File: config.mk
export PLATFORM = sky130hd
export DESIGN_NAME = sram_port0_arbiter
export DESIGN_NICKNAME = d
export VERILOG_FILES = /design/src/rtl/sram_arb_pkg.sv /design/src/rtl/sram_arb_rr2.sv /design/src/rtl/sram_port0_arbiter.sv
export SDC_FILE = /design/constraint.sdc
export NUM_CORES = 1
export LEC_CHECK = 0
export BUFFER_PORTS_ARGS = -buffer_cell sky130_fd_sc_hd__buf_2
export CORE_MARGIN = 4
export CORE_UTILIZATION = 35
export CTS_CLUSTER_DIAMETER = 120
export CTS_CLUSTER_SIZE = 28
export DETAILED_ROUTE_END_ITERATION = 6
export PLACE_DENSITY_LB_ADDON = 0.3
export SLEW_MARGIN = 20
export SYNTH_ARGS = -nofsm -noshare
export SYNTH_HDL_FRONTEND = slang
export SYNTH_SLANG_ARGS = --single-unit
export TNS_END_PERCENT = 10
File: constraint.sdc
create_clock -name clk -period 2.31 [get_ports clk]
set_clock_uncertainty 0.15 [all_clocks]
set_input_delay 0.3465 -clock clk [delete_from_list [all_inputs] [get_ports clk]]
set_output_delay 0.3465 -clock clk [all_outputs]
set_load 0.05 [all_outputs]
File: src/rtl/sram_arb_pkg.sv
// sram_arb_pkg: shared types and constants for the SRAM port-0 arbiter.
//   - default SRAM geometry (DATA_WIDTH, ADDR_WIDTH)
//   - state_e : ST_CLEAR (post-reset zero-fill) / ST_RUN (servicing requests)
//   - REQ_CPU / REQ_HOST requester indices
//   - lock_t  : lock-owner encoding {vld, idx}
package sram_arb_pkg;

  localparam int unsigned DEF_DATA_WIDTH = 16;
  localparam int unsigned DEF_ADDR_WIDTH = 11;
  localparam int unsigned NUM_REQ        = 2;

  typedef enum logic {
    ST_CLEAR = 1'b0,
    ST_RUN   = 1'b1
  } state_e;

  localparam logic REQ_CPU  = 1'b0;
  localparam logic REQ_HOST = 1'b1;

  // Lock owner: vld=0 means no lock, otherwise idx holds the owning requester.
  typedef struct packed {
    logic vld;
    logic idx;
  } lock_t;

  localparam lock_t LOCK_NONE = '{vld: 1'b0, idx: REQ_CPU};

  function automatic lock_t lock_to(input logic idx);
    lock_t l;
    l.vld = 1'b1;
    l.idx = idx;
    return l;
  endfunction

endpackage

File: src/rtl/sram_arb_rr2.sv
// sram_arb_rr2: two-way round-robin grant with lock override (combinational).
// Ports:
//   i_valid  [1:0] request valid per requester
//   i_rr_ptr       requester preferred when both are valid
//   i_lock         lock owner; when valid only that requester may be granted
//   o_grant  [1:0] one-hot (or zero) grant
module sram_arb_rr2
  import sram_arb_pkg::*;
(
  input  logic [1:0] i_valid,
  input  logic       i_rr_ptr,
  input  lock_t      i_lock,
  output logic [1:0] o_grant
);

  always_comb begin
    o_grant = 2'b00;
    if (i_lock.vld) begin
      // Locked: the owner alone is eligible, even if it is idle this cycle.
      if (i_lock.idx == REQ_HOST) o_grant = {i_valid[1], 1'b0};
      else                        o_grant = {1'b0, i_valid[0]};
    end else if (i_valid == 2'b11) begin
      o_grant = (i_rr_ptr == REQ_HOST) ? 2'b10 : 2'b01;
    end else begin
      o_grant = i_valid;
    end
  end

endmodule

File: src/rtl/sram_port0_arbiter.sv
// sram_port0_arbiter: shares SRAM port 0 between the CPU data bus (requester 0)
// and the host loader/DMA (requester 1).
// Optional feature macro: SRAM_ARB_CLEAR_EN -- when defined, the array is
// zero-filled after reset before any request is serviced.
// Ports:
//   clk, rst                 clock (same as SRAM clk0), async active-high reset
//   req_valid/ready/we/lock  per-requester handshake and control (2 bits each)
//   req_wmask/addr/wdata     packed per-requester fields, requester 0 in low bits
//   rsp_valid [1:0]          read data valid, the cycle after a read is accepted
//   rsp_rdata                shared read data, qualified by rsp_valid
//   clear_done               array initialised, requests are serviced
//   sram_*0                  SRAM port 0 pins (csb0/web0 active low)
module sram_port0_arbiter
  import sram_arb_pkg::*;
#(
  parameter int unsigned DATA_WIDTH = DEF_DATA_WIDTH,
  parameter int unsigned ADDR_WIDTH = DEF_ADDR_WIDTH
) (
  input  logic                             clk,
  input  logic                             rst,
  input  logic [1:0]                       req_valid,
  output logic [1:0]                       req_ready,
  input  logic [1:0]                       req_we,
  input  logic [1:0]                       req_lock,
  input  logic [2*(DATA_WIDTH/8)-1:0]      req_wmask,
  input  logic [2*ADDR_WIDTH-1:0]          req_addr,
  input  logic [2*DATA_WIDTH-1:0]          req_wdata,
  output logic [1:0]                       rsp_valid,
  output logic [DATA_WIDTH-1:0]            rsp_rdata,
  output logic                             clear_done,
  output logic                             sram_csb0,
  output logic                             sram_web0,
  output logic [(DATA_WIDTH/8)-1:0]        sram_wmask0,
  output logic [ADDR_WIDTH-1:0]            sram_addr0,
  output logic [DATA_WIDTH-1:0]            sram_din0,
  input  logic [DATA_WIDTH-1:0]            sram_dout0
);

  localparam int unsigned NUM_WMASKS = DATA_WIDTH / 8;
  localparam int unsigned RAM_DEPTH  = 1 << ADDR_WIDTH;

  state_e                  r_state;
  logic                    r_rr_ptr;
  lock_t                   r_lock;
  logic [1:0]              r_rsp_valid;

  logic [1:0]              w_grant;
  logic                    w_run;
  logic [1:0]              w_ready;
  logic                    w_xfer;
  logic                    w_idx;
  logic                    w_we;
  logic                    w_lock;
  logic [NUM_WMASKS-1:0]   w_wmask;
  logic [ADDR_WIDTH-1:0]   w_addr;
  logic [DATA_WIDTH-1:0]   w_wdata;

`ifdef SRAM_ARB_CLEAR_EN
  logic [ADDR_WIDTH-1:0]   r_clr_cnt;
  logic                    r_clear_done;
  logic                    w_clr_last;

  assign w_clr_last = (r_clr_cnt == ADDR_WIDTH'(RAM_DEPTH - 1));
  assign clear_done = r_clear_done;
`else
  assign clear_done = 1'b1;
`endif

  sram_arb_rr2 u_rr2 (
    .i_valid  (req_valid),
    .i_rr_ptr (r_rr_ptr),
    .i_lock   (r_lock),
    .o_grant  (w_grant)
  );

  // Grants are only honoured in RUN and never while reset is held.
  assign w_run     = (r_state == ST_RUN) && !rst;
  assign w_ready   = w_run ? w_grant : 2'b00;
  assign w_xfer    = |w_ready;
  assign w_idx     = w_ready[1];
  assign req_ready = w_ready;

  // Mux the granted requester's fields onto the SRAM side.
  assign w_we    = w_idx ? req_we[1]   : req_we[0];
  assign w_lock  = w_idx ? req_lock[1] : req_lock[0];
  assign w_wmask = w_idx ? req_wmask[2*NUM_WMASKS-1:NUM_WMASKS] : req_wmask[NUM_WMASKS-1:0];
  assign w_addr  = w_idx ? req_addr[2*ADDR_WIDTH-1:ADDR_WIDTH]  : req_addr[ADDR_WIDTH-1:0];
  assign w_wdata = w_idx ? req_wdata[2*DATA_WIDTH-1:DATA_WIDTH] : req_wdata[DATA_WIDTH-1:0];

  // SRAM port 0 pins: the SRAM samples them on the same edge that accepts the beat.
  always_comb begin
    sram_csb0   = 1'b1;
    sram_web0   = 1'b0;
    sram_wmask0 = '0;
    sram_addr0  = '0;
    sram_din0   = '0;
    if (rst) begin
      sram_web0 = 1'b1;
`ifdef SRAM_ARB_CLEAR_EN
    end else if (r_state == ST_CLEAR) begin
      sram_csb0   = 1'b0;
      sram_wmask0 = '1;
      sram_addr0  = r_clr_cnt;
`endif
    end else if (w_xfer) begin
      sram_csb0   = 1'b0;
      sram_web0   = !w_we;
      sram_wmask0 = w_wmask;
      sram_addr0  = w_addr;
      sram_din0   = w_wdata;
    end
  end

  // Read data comes straight from the SRAM in the response cycle; zero otherwise.
  assign rsp_valid = r_rsp_valid;
  assign rsp_rdata = (|r_rsp_valid) ? sram_dout0 : '0;

  // Controller state: clear sequencing, round-robin pointer, lock and responses.
  always_ff @(posedge clk or posedge rst) begin
    if (rst) begin
`ifdef SRAM_ARB_CLEAR_EN
      r_state      <= ST_CLEAR;
      r_clr_cnt    <= '0;
      r_clear_done <= 1'b0;
`else
      r_state      <= ST_RUN;
`endif
      r_rr_ptr     <= REQ_CPU;
      r_lock       <= LOCK_NONE;
      r_rsp_valid  <= 2'b00;
    end else begin
      r_rsp_valid <= 2'b00;
      case (r_state)
`ifdef SRAM_ARB_CLEAR_EN
        ST_CLEAR: begin
          // Counter wraps to 0 naturally on the last write.
          r_clr_cnt <= r_clr_cnt + ADDR_WIDTH'(1);
          if (w_clr_last) begin
            r_state      <= ST_RUN;
            r_clear_done <= 1'b1;
          end
        end
`endif
        ST_RUN: begin
          if (w_xfer) begin
            r_rr_ptr    <= !w_idx;
            r_lock      <= w_lock ? lock_to(w_idx) : LOCK_NONE;
            r_rsp_valid <= w_we ? 2'b00 : w_ready;
          end
        end
        default: r_state <= ST_RUN;
      endcase
    end
  end

endmodule

-- Word level (Yosys, flattened, before mapping)
Cells that the tools add are included.
- memories: 0
- latch bits: 0
- word-level logic and storage cells: 33
- flip-flop bits (word level): 5
- memory bits (read-only): 0
- RAM bits: 0
- input port bits: 82
- output and inout port bits: 52
- equal/unequal tests: 1
- reduce and logical (&&, ||, !) cells: 4
- bitwise operators: 0
- multiplexer cells: 24
- add/sub/neg operators: 0
- order comparisons: 0
- divide/modulo/power cells: 0
- $mul: 0
- shift-type cells: 0
- operator list (operator ; number):
    16-bit 2-to-1 mux ; 4
    11-bit 2-to-1 mux ; 3
    2-bit 2-to-1 mux ; 11
    1-bit 2-to-1 mux ; 6
    2-bit OR reduction ; 2
    2-bit == test, second input constant ; 1
    1-bit zero test ; 2

-- Depth between registers and ports, before layout
Gate-level depths: netlist of the first run.
- depth in word-level cells: 8
- mapped depth: 5
- depth with buffers taken out: 4

-- By module
From an unflattened synthesis of the first run, not the netlist that was laid out.
- cells, all modules: 149
- area total of the unflattened synthesis: 938.4 um^2
- modules (own cells, without submodules) (module ; cells each ; instances ; sequential area each (um^2) ; area an instance (um^2)):
    sram_port0_arbiter ; 144 ; 1 ; 125.1 ; 902.1
    sram_arb_rr2 ; 5 ; 1 ; 0.0 ; 36.3

-- Worst setup path after synthesis of the first run
Ideal clock, no wire load.
- path kind: register -> output
- start point: register r_rsp_valid[1] (netlist: rsp_valid[1])
- end point: output rsp_rdata[10]
- path buffers: 1
- setup slack: 0.058 ns
- data required time: 1.814 ns
- cell stages (with the launch flop): 4
- data arrival time: 1.756 ns
- cells stage by stage: dfrtp_1 > nor2_1 > clkbuf_1 > nor2b_1
- word-level cells in the longest chain between the ends: 2
- RTL lines (item ; line ; source):
    from (decl) ; sram_port0_arbiter.sv:45 ; logic [1:0] r_rsp_valid;
    from (signal assigned) ; sram_port0_arbiter.sv:148 ; r_rsp_valid <= w_we ? 2'b00 : w_ready;
    2-bit OR reduction ; sram_port0_arbiter.sv:116 ; assign rsp_rdata = (|r_rsp_valid) ? sram_dout0 : '0;
    16-bit 2-to-1 mux ; sram_port0_arbiter.sv:116 ;
    to (decl) ; sram_port0_arbiter.sv:29 ; output logic [DATA_WIDTH-1:0] rsp_rdata,
No other way between the ends.

-- Worst setup path after layout of the first run
- start point: register r_lock[1] (netlist bit)
- end point: output sram_wmask0[1]
- word-level cells in the longest chain between the ends: 5
- elaborated cells on any way between the ends: 6
- classes of those cells: mux: 5; reduce/logical: 1
- RTL lines (item ; line ; source):
    from (decl) ; sram_port0_arbiter.sv:44 ; lock_t r_lock;
    from (signal assigned) ; sram_port0_arbiter.sv:147 ; r_lock <= w_lock ? lock_to(w_idx) : LOCK_NONE;
    2-bit 2-to-1 mux * ; sram_arb_rr2.sv:18 ; if (i_lock.vld) begin
    2-bit 2-to-1 mux * ; sram_port0_arbiter.sv:78 ; assign w_ready = w_run ? w_grant : 2'b00;
    2-bit 2-to-1 mux / 2-bit OR reduction (equally long branches) ; sram_port0_arbiter.sv:86, sram_port0_arbiter.sv:79 ;
    2-bit 2-to-1 mux * ; sram_port0_arbiter.sv:105 ; end else if (w_xfer) begin
    2-bit 2-to-1 mux * ; sram_port0_arbiter.sv:97 ; if (rst) begin
    to (decl) ; sram_port0_arbiter.sv:33 ; output logic [(DATA_WIDTH/8)-1:0] sram_wmask0,
Mark *: on every way between the ends. The rest lies on a longest branch, timed or not.

==> key figures, run 1 <==
Yosys
  – Post-synth EDFFs: 0
  – Flops & latches, synth: 5
  – Number of synthesis warnings: 0
  – Top cell type's share of synthesized area: 20.7%
  – Main synth FF type: dfrtp_1
  – Mapped Cells: 163
  – Post-synthesis cell type count: 28
  – Async set-reset flop share out of synthesis: 100%
  – Ranking of synthesized cells by area: a21oi_2, o31ai_1, nand4_1, dfrtp_1, nor2b_1
  – Dominant cell type by area after synthesis: a21oi_2
  – Top post-synthesis cells by count: nand4_1, o31ai_1, a21oi_2
  – Post-synthesis net count: 245
  – Mean Syn Cell Area: 7.53 sq um
  – Mapped cell area: 1230 sq um
  – Register area share after synthesis: 10.2%

STA
  – RSZ-0062 raised after global routing: true
  – Tmin final: 2.27 ns
  – Tcrit/Tclk final: 98.1%
  – Highest clock rate: 441 MHz
  – Max-slew violation count: 0
  – Final setup violation count: 0
  – Final hold vios: 0
  – Post-route setup slack: 0.0440 ns

Detailed routing
  – Detail Route Antenna Nets: 0
  – Remaining DRCs: 0
  – Routed vias/inst: 5.46
  – Initial DRT Pass Iterations: 4
  – Post-Route WL: 5.25 mm
  – Post-DR wirelength/cell: 15.7 microns
  – Iteration-0 DRC Markers: 131
  – Total number of vias: 1830

GRT
  – Tot GR Track Use: 21.4%
  – Grt total ovfl: 0
  – Initial antenna violation count: 0
  – Largest net degree at the start of global routing: 33
  – Vias in the first global route: 1716
  – Global-route wire length before repair: 7.68 mm

Critical path
  – Cell repeated most along the worst path: buf_6
  – CP Launch Type: flip-flop
  – CP max stage delay: 0.42 ns
  – CP Class: reg2out
  – Crit path required time: 1.81 ns
  – Crit-path slowest cell: or3b_4
  – Crit-path cells: buf_6, or3b_4, buf_6, nand4_1, a21oi_2, buf_4
  – Crit. End Element: output port
  – CP Max Fanout: 20
  – Worst EP arrival: 1.77 ns

Layout
  – Share of cells above drive strength 1: 65.1%
  – Multi-input logic area: 960 sq um
  – Layout area overhead: 80.9%
  – Post-layout nets: 372
  – Layout Cells excl Fill: 335
  – Ant. Diodes: 0
  – Filler cell count: 301
  – Reg area: 125 sq um

Clock tree
  – Setup Fix Bufs, Post-CTS: 0
  – Clk Latency, worst-skew pair: 0.24 ns
  – Clock Tree Root: clkbuf_4
  – CTS tree: built
  – CTS Sinks: 5
  – H-tree depth: 1
  – Reg clk slew, reported paths: 0.04 ns
  – CTS buffer count: 3
  – Clk buf depth: 2

Power
  – Static leakage: 1.02 nW
  – PwrDens: 587 nW/um^2
  – Worst vdd ir: 0.259 mV

Placed design
  – Placed cell count: 329
  – Port bufs: 132
  – Place WS: 0.0834 ns
  – Final RePlAce weighted congestion: 0.836
  – Hpwl dp: 3.83 mm

Min path
  – Hold Path Class: in2reg

Floorplanning
  – Chip Height: 67.2 microns
  – Chip width: 67.2 microns
  – I/O pins: 134
  – Num rows: 21
  – Die ar.: 4520 sq um
  – Core ar.: 3360 sq um
  – Initial core utilization: 36.5%

Run status
  – Status: finished, final reports clean

Flow run
  – # Max-Cap Violations: 0
-- what timing repair did --
item	CTS	global route
hold buffers	1	0
resized for setup	32	30
pin swaps	0	4
endpoints found under the hold margin	5	0
cloned	0	1
endpoints found under the setup margin	31	32
-- layout make-up --
cell class | instances | area share [%]
Tap cell | 46 | 2.59
Multi-Input combinational cell | 128 | 43.2
Sequential cell | 5 | 5.63
Inverter | 4 | 0.676
Timing Repair Buffer | 148 | 46.7
Clock buffer | 4 | 1.18
-- worst max-delay path, delay by kind of cell (launching register included) --
family                 cells  cell delay (ns)
AOI/OAI and AO/OA          1             0.06
DFF                        1             0.39
buffers and inverters      3             0.53
and+or+nand+nor            2             0.54
-- report_power, final --
part           leakage [nW]  switching (W)  internal (W)
Sequential           0.0621      0.0000253      0.000108
Combinational         0.943       0.000697      0.000374
Clock                0.0150      0.0000342     0.0000652
-- flip-flops by register name (all words and copies together), names as in the netlist --
| signal | cells |
|---|---|
| r_lock | 2 |
| r_rr_ptr | 1 |
| rsp_valid | 2 |
-- stage by stage --
stage	util, %	power (W)	hold slack, ns	TNS, ns	cell area (sq um)
floorplan	-	0.000824	-0.0167	0	1230
global placement	58.4	0.00109	0.173	0	1970
detailed placement	58.4	0.00110	0.181	0	1970
CTS	62.0	0.00125	0.137	0	2090
global route	66.0	0.00138	0.138	-0.181	2220
finish	66.0	0.00130	0.142	0	2220
-- worst paths after layout --
| check | startpoint | slack [ns] | cells past startpoint | endpoint |
|---|---|---|---|---|
| worst min-delay path | req_we[1] | 0.14 | 2 | rsp_valid[1]$_DFF_PP0_ |
| min in group asynchronous | rst | 0.49 | 3 | r_rr_ptr$_DFFE_PP0P_ |
| worst max-delay path | r_lock[1]$_DFFE_PP0P_ | 0.04 | 6 | sram_wmask0[1] |
| worst min register to register | r_rr_ptr$_DFFE_PP0P_ | 0.48 | 1 | r_rr_ptr$_DFFE_PP0P_ |
| worst max register to register | r_lock[1]$_DFFE_PP0P_ | 0.70 | 5 | r_lock[1]$_DFFE_PP0P_ |
| max in group asynchronous | rst | 1.33 | 3 | r_lock[0]$_DFFE_PP0P_ |
-- placed cells by master, fill, tap and decap left out, types with 2 or more instances in the layout --
cell / n
buf_12: 4
dfrtp_1: 5
clkbuf_4: 4
o31ai_1: 31
nor2b_1: 16
buf_6: 27
buf_4: 12
nand4_1: 31
inv_2: 2
a21oi_2: 29
buf_2: 101
inv_1: 2
nor2_1: 3
nand2b_1: 2
-- routing by layer --
layer / routed length (microns) / vias to the layer above / track usage, %
met4: 62 / 0 / 4.81
met1: 2000 / 843 / 24.9
li1: - / 883 / -
met3: 513 / 8 / 4.83
met5: 0 / - / 0
met2: 2680 / 96 / 39.4
-- logic make-up (layout without fill, tap and decap cells) --
family | Yosys count | count (layout) | synth area share, %
AO/OA/AOI/OAI | 68 | 68 | 45.0
AND/OR/NAND/NOR | 58 | 58 | 30.6
other | 1 | 1 | 0.306
flip-flops | 5 | 5 | 10.2
buffers and inverters | 30 | 156 | 13.2
multiplexers | 1 | 1 | 0.816
No activity file was read; power rests on OpenSTA's default activity.
==> run 2: changes to the inputs <==
--- a/config.mk
+++ b/config.mk
@@ -11,7 +11,10 @@
 export CTS_CLUSTER_DIAMETER = 120
 export CTS_CLUSTER_SIZE = 28
 export DETAILED_ROUTE_END_ITERATION = 6
+export HOLD_SLACK_MARGIN = 0.02
 export PLACE_DENSITY_LB_ADDON = 0.3
+export RECOVER_POWER = 100
+export SKIP_LAST_GASP = 1
 export SLEW_MARGIN = 20
 export SYNTH_ARGS = -nofsm -noshare
 export SYNTH_HDL_FRONTEND = slang
==> run 2 against run 1 <==
Against the previous run: routed wire length up 0.23%; worst setup slack worse by 0.0059 ns; critical path depth unchanged; core utilization decreased by 1.5 points; via count up 0.98%; first-iteration DRC count down 13%; non-clock buffer count is the same; global-route usage is 0.24 points lower; register-to-register slack about the same; sequential power about the same; die area unchanged; final area is 2.3% lower; critical path type unchanged; highest routed layer unchanged.
==> key figures, run 2 (synthesis gave the netlist of run 1 again) <==
Placed design
  – Port bufs: 132
  – Hpwl dp: 3.83 mm
  – Place WS: 0.0834 ns
  – Final RePlAce weighted congestion: 0.836
  – Post-DP Area: 1970 sq um

Layout
  – Reg area: 125 sq um
  – Ant. Diodes: 0
  – Multi-input logic area: 960 sq um
  – Fin area: 2170 sq um
  – Post-layout nets: 372
  – Commonest non-fill, non-tap cell in the layout: buf_2
  – Share of cells above drive strength 1: 64.4%
  – Most frequent cells in the layout: buf_2, nand4_1, o31ai_1, a21oi_2, buf_4
  – Layout area overhead: 76.9%
  – Filler cell count: 310

Critical path
  – CP Class: reg2out
  – CP Max Fanout: 20
  – WP buf/inv: 3
  – Worst Setup SP: r_lock[1]$_DFFE_PP0P_
  – Crit-path cells: buf_6, or3b_4, buf_6, nand4_1, a21oi_2, buf_6
  – R2r startpoint: r_lock[1]$_DFFE_PP0P_
  – Crit. End Element: output port
  – Worst EP arrival: 1.78 ns
  – Crit path required time: 1.81 ns
  – Top Family by Delay on Critical Path: simple AND/OR/NAND/NOR gates
  – Cell repeated most along the worst path: buf_6
  – CP Launch Type: flip-flop
  – Crit-path slowest cell: or3b_4
  – CP max stage delay: 0.42 ns
  – Flop2flop setup slack: 0.69 ns

STA
  – RSZ-0062 raised after global routing: true
  – Final hold vios: 0
  – Post-route setup slack: 0.0381 ns
  – Tmin final: 2.27 ns
  – Slew margin rel.: 59.8%
  – Least-Margin Pin Slew: 0.606 ns
  – Max-slew violation count: 0
  – Final setup violation count: 0
  – Highest clock rate: 440 MHz
  – Tcrit/Tclk final: 98.3%

Power
  – Switch Pwr: 0.000754 W
  – PwrDens: 593 nW/um^2
  – Static leakage: 1.00 nW
  – Switching part of the total: 58.6%
  – Pint: 0.000533 W
  – Comb pwr share: 81.9%
  – Seq pwr share: 10.4%
  – Clock share of power: 7.8%
  – Worst vdd ir: 0.255 mV

Floorplanning
  – Core ar.: 3360 sq um
  – Chip width: 67.2 microns
  – Initial core utilization: 36.5%
  – Chip Height: 67.2 microns
  – I/O pins: 134
  – Num rows: 21
  – Die ar.: 4520 sq um

Clock tree
  – Reg clk slew, reported paths: 0.04 ns
  – CTS Sinks: 5
  – Clk buf depth: 2
  – H-tree depth: 1
  – Setup Fix Bufs, Post-CTS: 0
  – CTS buffer count: 3
  – CTS tree: built
  – Clock Tree Root: clkbuf_4
  – Clk Latency, worst-skew pair: 0.24 ns

Detailed routing
  – Total number of vias: 1848
  – Iteration-0 DRC Markers: 114
  – Post-Route WL: 5.26 mm
  – Routed vias/inst: 5.52
  – Initial DRT Pass Iterations: 4
  – Post-DR wirelength/cell: 15.7 microns
  – Detail Route Antenna Nets: 0
  – Remaining DRCs: 0

GRT
  – Global-route wire length before repair: 7.59 mm
  – Tot GR Track Use: 21.1%
  – Largest net degree at the start of global routing: 33
  – Grt total ovfl: 0
  – Initial antenna violation count: 0
  – Vias in the first global route: 1697

Run status
  – Status: finished, final reports clean

Min path
  – Hold Path Class: in2reg
  – Worst Min Path Start: req_we[1]

Flow run
  – # Max-Cap Violations: 0
-- run 2: cell count changes in the layout (fill, tap and decap cells not counted) --
cell      previous run  this run
buf_4               12        24
buf_2              101       100
clkbuf_1             1         3
clkbuf_4             4         3
buf_6               27        15
-- run 2: worst register-to-register path, cell delays in order (launching register included) --
cell and delay [ns]:
dfrtp_1 0.39, buf_6 0.15, or3b_4 0.42, clkbuf_16 0.17, nand4_1 0.11, a31oi_1 0.10
-- run 2: power groups by stage --
stage,combinational (W),sequential (W),clock [W]
floorplan,0.000687,0.000138,0
global placement,0.000965,0.000128,0
detailed placement,0.000974,0.000128,0
CTS,0.000985,0.000130,0.000102
global route,0.00112,0.000135,0.000111
finish,0.00105,0.000133,0.000100
-- run 2: path summary, 6_finish.rpt --
kind,to,depth (start not counted)
worst max-delay path,sram_din0[0],6
worst min-delay path,rsp_valid[1]$_DFF_PP0_,2
worst max register to register,r_lock[1]$_DFFE_PP0P_,5
worst min register to register,r_rr_ptr$_DFFE_PP0P_,1
max in group asynchronous,rsp_valid[1]$_DFF_PP0_,3
min in group asynchronous,r_lock[1]$_DFFE_PP0P_,3
-- run 2: per-layer routing --
layer  wire (microns)  up-vias  global-route usage, %
met1             1940      854                   24.4
met5                0        -                      0
li1                 -      887                      -
met2             2740       99                   39.1
met3              522        8                   4.83
met4               64        0                   4.81
-- run 2: timing repair --
action,CTS,global route
hold buffers,1,0
resized for setup,5,70
setup endpoints to repair,31,32
pin swaps,0,4
hold endpoints to repair,5,0
cloned,0,1
-- run 2: cell type report --
type / instances / area share (%)
Sequential cell: 5 / 5.76
Tap cell: 46 / 2.65
Multi-Input combinational cell: 128 / 44.2
Clock buffer: 4 / 1.21
Inverter: 4 / 0.692
Timing Repair Buffer: 148 / 45.5
-- run 2: through the flow --
stage | power (W) | TNS (ns) | hold WS [ns] | std cells | utilization [%]
after floorplan | 0.000824 | 0 | -0.0167 | 163 | -
after global placement | 0.00109 | 0 | 0.173 | 329 | 58.4
after detailed placement | 0.00110 | 0 | 0.181 | 329 | 58.4
after CTS | 0.00122 | -0.783 | 0.137 | 334 | 60.0
after global routing | 0.00137 | -0.363 | 0.138 | 335 | 64.5
final | 0.00129 | 0 | 0.144 | 335 | 64.5
